===== src/rtl/ins_encoder_writer.sv =====
// Packs decoded instruction fields into a 32-bit word {op,v2,v1,v0} and writes it
// little-endian into byte-wide program memory, one byte per accepted write.
module ins_encoder_writer #(
  parameter int unsigned       ADDR_W    = 16,
  parameter logic [ADDR_W-1:0] BASE_ADDR = '0
) (
  input  logic              clk,
  input  logic              rst_n,
  input  logic              in_valid,
  output logic              in_ready,
  input  logic [7:0]        op,
  input  logic [7:0]        v2,
  input  logic [7:0]        v1,
  input  logic [7:0]        v0,
  input  logic              addr_load,
  input  logic [ADDR_W-1:0] addr_in,
  output logic              mem_we,
  output logic [ADDR_W-1:0] mem_addr,
  output logic [7:0]        mem_data,
  input  logic              mem_ready,
  output logic              busy,
  output logic [15:0]       ins_count,
  output logic              wrapped
);

  localparam int unsigned BYTE_W = 8;
  localparam int unsigned WORD_W = 32;
  localparam int unsigned IDX_W  = 2;
  localparam int unsigned CNT_W  = 16;
  localparam logic [IDX_W-1:0] LAST_IDX = IDX_W'(3);

  typedef enum logic {
    S_IDLE  = 1'b0,
    S_WRITE = 1'b1
  } state_t;

  state_t              state;
  state_t              state_nxt;
  logic [IDX_W-1:0]    idx;
  logic [IDX_W-1:0]    idx_nxt;
  logic [WORD_W-1:0]   sr;
  logic [ADDR_W-1:0]   ptr;

  logic accept;
  logic byte_done;
  logic last_done;

  assign accept    = in_valid & in_ready;
  assign byte_done = (state == S_WRITE) & mem_ready;
  assign last_done = byte_done & (idx == LAST_IDX);
  assign mem_addr  = ptr;

  // State register: FSM state and byte index within the current word
  always_ff @(posedge clk or negedge rst_n) begin
    if (!rst_n) begin
      state <= S_IDLE;
      idx   <= '0;
    end else begin
      state <= state_nxt;
      idx   <= idx_nxt;
    end
  end

  // Next-state logic: advance on each completed byte, re-arm on overlapped accept
  always_comb begin
    state_nxt = state;
    idx_nxt   = idx;
    case (state)
      S_IDLE: begin
        if (accept) begin
          state_nxt = S_WRITE;
          idx_nxt   = '0;
        end
      end
      S_WRITE: begin
        if (mem_ready) begin
          if (idx == LAST_IDX) begin
            idx_nxt   = '0;
            state_nxt = accept ? S_WRITE : S_IDLE;
          end else begin
            idx_nxt = idx + IDX_W'(1);
          end
        end
      end
      default: begin
        state_nxt = S_IDLE;
        idx_nxt   = '0;
      end
    endcase
  end

  // Output logic: memory strobe/data from state; ready overlaps the last byte
  always_comb begin
    mem_we   = 1'b0;
    busy     = 1'b0;
    mem_data = '0;
    in_ready = 1'b0;
    case (state)
      S_IDLE: begin
        in_ready = rst_n;
      end
      S_WRITE: begin
        mem_we   = 1'b1;
        busy     = 1'b1;
        mem_data = sr[BYTE_W-1:0];
        in_ready = rst_n & (idx == LAST_IDX) & mem_ready;
      end
      default: begin
        in_ready = 1'b0;
      end
    endcase
  end

  // Shift register: load packed word on accept, shift out one byte per completed write
  always_ff @(posedge clk or negedge rst_n) begin
    if (!rst_n) begin
      sr <= '0;
    end else if (accept) begin
      sr <= {op, v2, v1, v0};
    end else if (byte_done) begin
      sr <= {BYTE_W'(0), sr[WORD_W-1:BYTE_W]};
    end
  end

  // Write pointer and sticky wrap flag; loads only take effect while idle
  always_ff @(posedge clk or negedge rst_n) begin
    if (!rst_n) begin
      ptr     <= BASE_ADDR;
      wrapped <= 1'b0;
    end else if ((state == S_IDLE) && addr_load) begin
      ptr     <= addr_in;
      wrapped <= 1'b0;
    end else if (byte_done) begin
      ptr <= ptr + ADDR_W'(1);
      if (ptr == {ADDR_W{1'b1}}) begin
        wrapped <= 1'b1;
      end
    end
  end

  // Completed-instruction counter, free-running wrap
  always_ff @(posedge clk or negedge rst_n) begin
    if (!rst_n) begin
      ins_count <= '0;
    end else if (last_done) begin
      ins_count <= ins_count + CNT_W'(1);
    end
  end

endmodule


===== config.mk =====
export PLATFORM = sky130hd
export DESIGN_NAME = ins_encoder_writer
export DESIGN_NICKNAME = d
export VERILOG_FILES = /design/src/rtl/ins_encoder_writer.sv
export SDC_FILE = /design/constraint.sdc
export NUM_CORES = 1
export LEC_CHECK = 0
export CAP_MARGIN = 20
export CORE_MARGIN = 2
export CORE_UTILIZATION = 40
export CTS_BUF_LIST = sky130_fd_sc_hd__clkbuf_8
export DETAILED_ROUTE_END_ITERATION = 16
export PLACE_DENSITY = 0.76
export SYNTH_ARGS = -nofsm -noshare
export SYNTH_HDL_FRONTEND = slang
export SYNTH_SLANG_ARGS = --single-unit

===== constraint.sdc =====
create_clock -name clk -period 1.9 [get_ports clk]
set_clock_uncertainty 0.1 [all_clocks]
set_input_delay 0.475 -clock clk [delete_from_list [all_inputs] [get_ports clk]]
set_output_delay 0.475 -clock clk [all_outputs]
set_load 0.005 [all_outputs]

==> metrics <==
Mapped Nets 388; Final Critical Period 1.96 ns; Main synth FF type dfrtp_1; Nets 525; worst reg-to-reg setup slack 0.03 ns; GR Layer Usage met1 0.246; crit-path max FO 3; CTS tree built; num rows 32; Final GP Congestion 0.802; CTS Buf Count 9; Setup violations, final 1; Post-synth EDFFs 0; Finished Layout Cells 576; final global-route overflow total 0; cell taking the most area after synthesis dfrtp_1; Reg-to-Reg End mem_addr[13]$_DFFE_PN0P_; RSZ-0062 raised after global routing true; Critical Path End Type primary output; Boundary Pins 97; max_slew headroom 0.438; drt pass-1 iters 5; worst-case clock buffer depth 2; Power Density 1260 nW/um2; async set-reset flop share out of synthesis 1.00; core area 7810 um2; sw power 1.98 mW; synthesis-to-layout area growth 52.7%; share of total power in sequential cells 0.367; hold crit path type in -> async; failing checks setup timing; Die Y 94.2 um; Routed WL 7.67 mm; Slew Limit Fails 0; P_leak 2.23 nW; slowest cell on the critical path dfrtp_1; GR Util met2 0.283; Crit path arrival time 1.38 ns; delay of the slowest cell on the worst path 0.40 ns; Power Total 6.28 mW; post-synthesis sequential area ratio 0.523; Fill cells 636; fmax 511 MHz; layout cells sized above 1 0.186; ranking of synthesized cells by instance count 68 x dfrtp_1, 68 x nand2_1, 45 x o21ai_0; CP Launch Type flop; CTS HTree Levels 3; Cell variety after synth 34; First DRT Iteration DRCs 99; final hold viol count 0; vias in the first global route 2,663; DP Cell Count 538; synth warn 0; antenna cells 0; reg2reg start state$_DFF_PN0_; Die ar. 8870 um2; Final HPWL DP 5.23 mm; switching portion of total power 0.315; Seq cells post-synth 68; combinational share of power 0.401; vias per cell 4.92; Post-Synthesis Cells 332; Syn Area/Cell 9.79 um2; drt wl/cell 13.3 um; Worst Max-Slew Pin Slew 0.842 ns; Starting Density 0.417; synthesized area 3250 um2; clock tree sinks 68; Final Cycle Share 1.03; busiest layer in global routing met2; DRC Markers 0; R2R cell count 6; Max Cap Viol 0; M3 GR Usage 0.0337; WS Path Type reg -> out; Pint 4.30 mW; status finished with violations; GRT Util Overall 0.179; clock root cell clkbuf_8; ranking of synthesized cells by area dfrtp_1 52%, mux2i_1 8.0%, nand2_1 7.8%; first-pass GRT wire length 12.3 mm; initial antenna violation count 0; final worst slack -0.0580 ns; clock share of power 0.233; largest net degree at the start of global routing 69; I/O Buffers 96; CP Cell Sequence ha_2, a21bo_2, and2_4, buf_6; later-pin clock latency in the skew report 0.34 ns; Final ANT Viol Nets 0; via count 2,835; clk slew on worst S/H paths 0.08 ns; Required @ worst endpoint 1.32 ns; worst vdd ir 0.525 mV; post-synth top area share 0.523; Die W 94.2 um
==> final cells by class <==
type	count	area (um2)	share of cell area
Timing Repair Buffer	144	1380	0.278
Clock buffer	9	124	0.0249
Sequential cell	68	1710	0.344
Multi-Input combinational cell	242	1490	0.299
Clock inverter	7	124	0.0249
Inverter	4	15.0	0.00302
Tap cell	102	128	0.0257
==> logic make-up after synthesis <==
| group | after synthesis | synth area share |
|---|---|---|
| compound gates | 53 | 0.0877 |
| xor+xnor | 26 | 0.0700 |
| fa+ha+maj | 3 | 0.0115 |
| buf+inv | 22 | 0.0281 |
| flops | 68 | 0.523 |
| mux | 27 | 0.0835 |
| simple gates | 133 | 0.196 |
==> metrics by stage <==
| stage | hold WS, ns | setup slack [ns] | setup TNS, ns | cell area (um2) | utilization |
|---|---|---|---|---|---|
| global placement | 0.363 | -0.449 | -8.70 | 4500 | 0.577 |
| CTS | 0.313 | -0.0814 | -0.0814 | 4870 | 0.623 |
| detailed placement | 0.371 | -0.449 | -9.66 | 4500 | 0.577 |
| floorplan | 0.0794 | 0.0344 | 0 | 3260 | - |
| global route | 0.363 | -0.125 | -0.183 | 4960 | 0.636 |
| finish | 0.285 | -0.0580 | -0.0580 | 4960 | 0.636 |
==> placed cells by master (no fill, tap or decap), types with 9 or more instances in the layout <==
cell type,n
clkdlybuf4s50_1,77
nor2_1,10
o21ai_0,45
nand3_1,11
dfrtp_1,63
mux2i_1,26
xnor2_1,19
nand2_1,67
buf_4,39
clkbuf_8,9
==> per-layer routing <==
| metal | vias up | part of all wire |
|---|---|---|
| met5 | - | 0 |
| met4 | 0 | 0.013 |
| met3 | 11 | 0.050 |
| met2 | 83 | 0.46 |
| met1 | 1327 | 0.47 |
| li1 | 1414 | - |
==> flip-flops by register name (all words and copies together), names as in the netlist <==
register	count
mem_addr	16
wrapped	1
sr	32
state	1
idx	2
ins_count	16
==> power groups by stage <==
stage / logic [mW] / registers (mW) / clock network [mW]
2_1_floorplan: 1.06 / 2.31 / 0
3_3_place_gp: 2.16 / 2.33 / 0
3_5_place_dp: 2.21 / 2.35 / 0
4_1_cts: 2.40 / 2.32 / 1.50
5_1_grt: 2.79 / 2.37 / 1.56
6_report: 2.51 / 2.30 / 1.46
==> critical path: cells and delay by family, from the launching register on <==
family / cells / cell delay [ns]
adder cells (fa/ha/maj): 1 / 0.20
AO/OA/AOI/OAI: 1 / 0.21
flip-flops: 1 / 0.40
AND/OR/NAND/NOR: 1 / 0.14
buffers and inverters: 1 / 0.11
==> worst max-delay path by stage <==
stage | start | endpoint | slack [ns] | cells past startpoint
after floorplan | mem_ready | mem_addr[13]$_DFFE_PN0P_ | 0.03 | 5
after global placement | mem_ready | in_ready | -0.45 | 4
after global routing | idx[0]$_DFFE_PN0P_ | in_ready | -0.13 | 4
after CTS | idx[1]$_DFFE_PN0P_ | in_ready | -0.08 | 4
final | idx[0]$_DFFE_PN0P_ | in_ready | -0.06 | 4
after detailed placement | mem_ready | in_ready | -0.45 | 4
==> repair_timing <==
| action | 4_1_cts | 5_1_grt |
|---|---|---|
| endpoints found under the hold margin | 0 | 0 |
| gates resized for setup | 42 | 12 |
| pin swaps | 5 | 5 |
| setup buffers | 7 | 14 |
| setup endpoints to repair | 21 | 23 |
| hold buffers | 0 | 0 |
| cloned | 1 | 0 |
No activity file was read; power rests on OpenSTA's default activity.
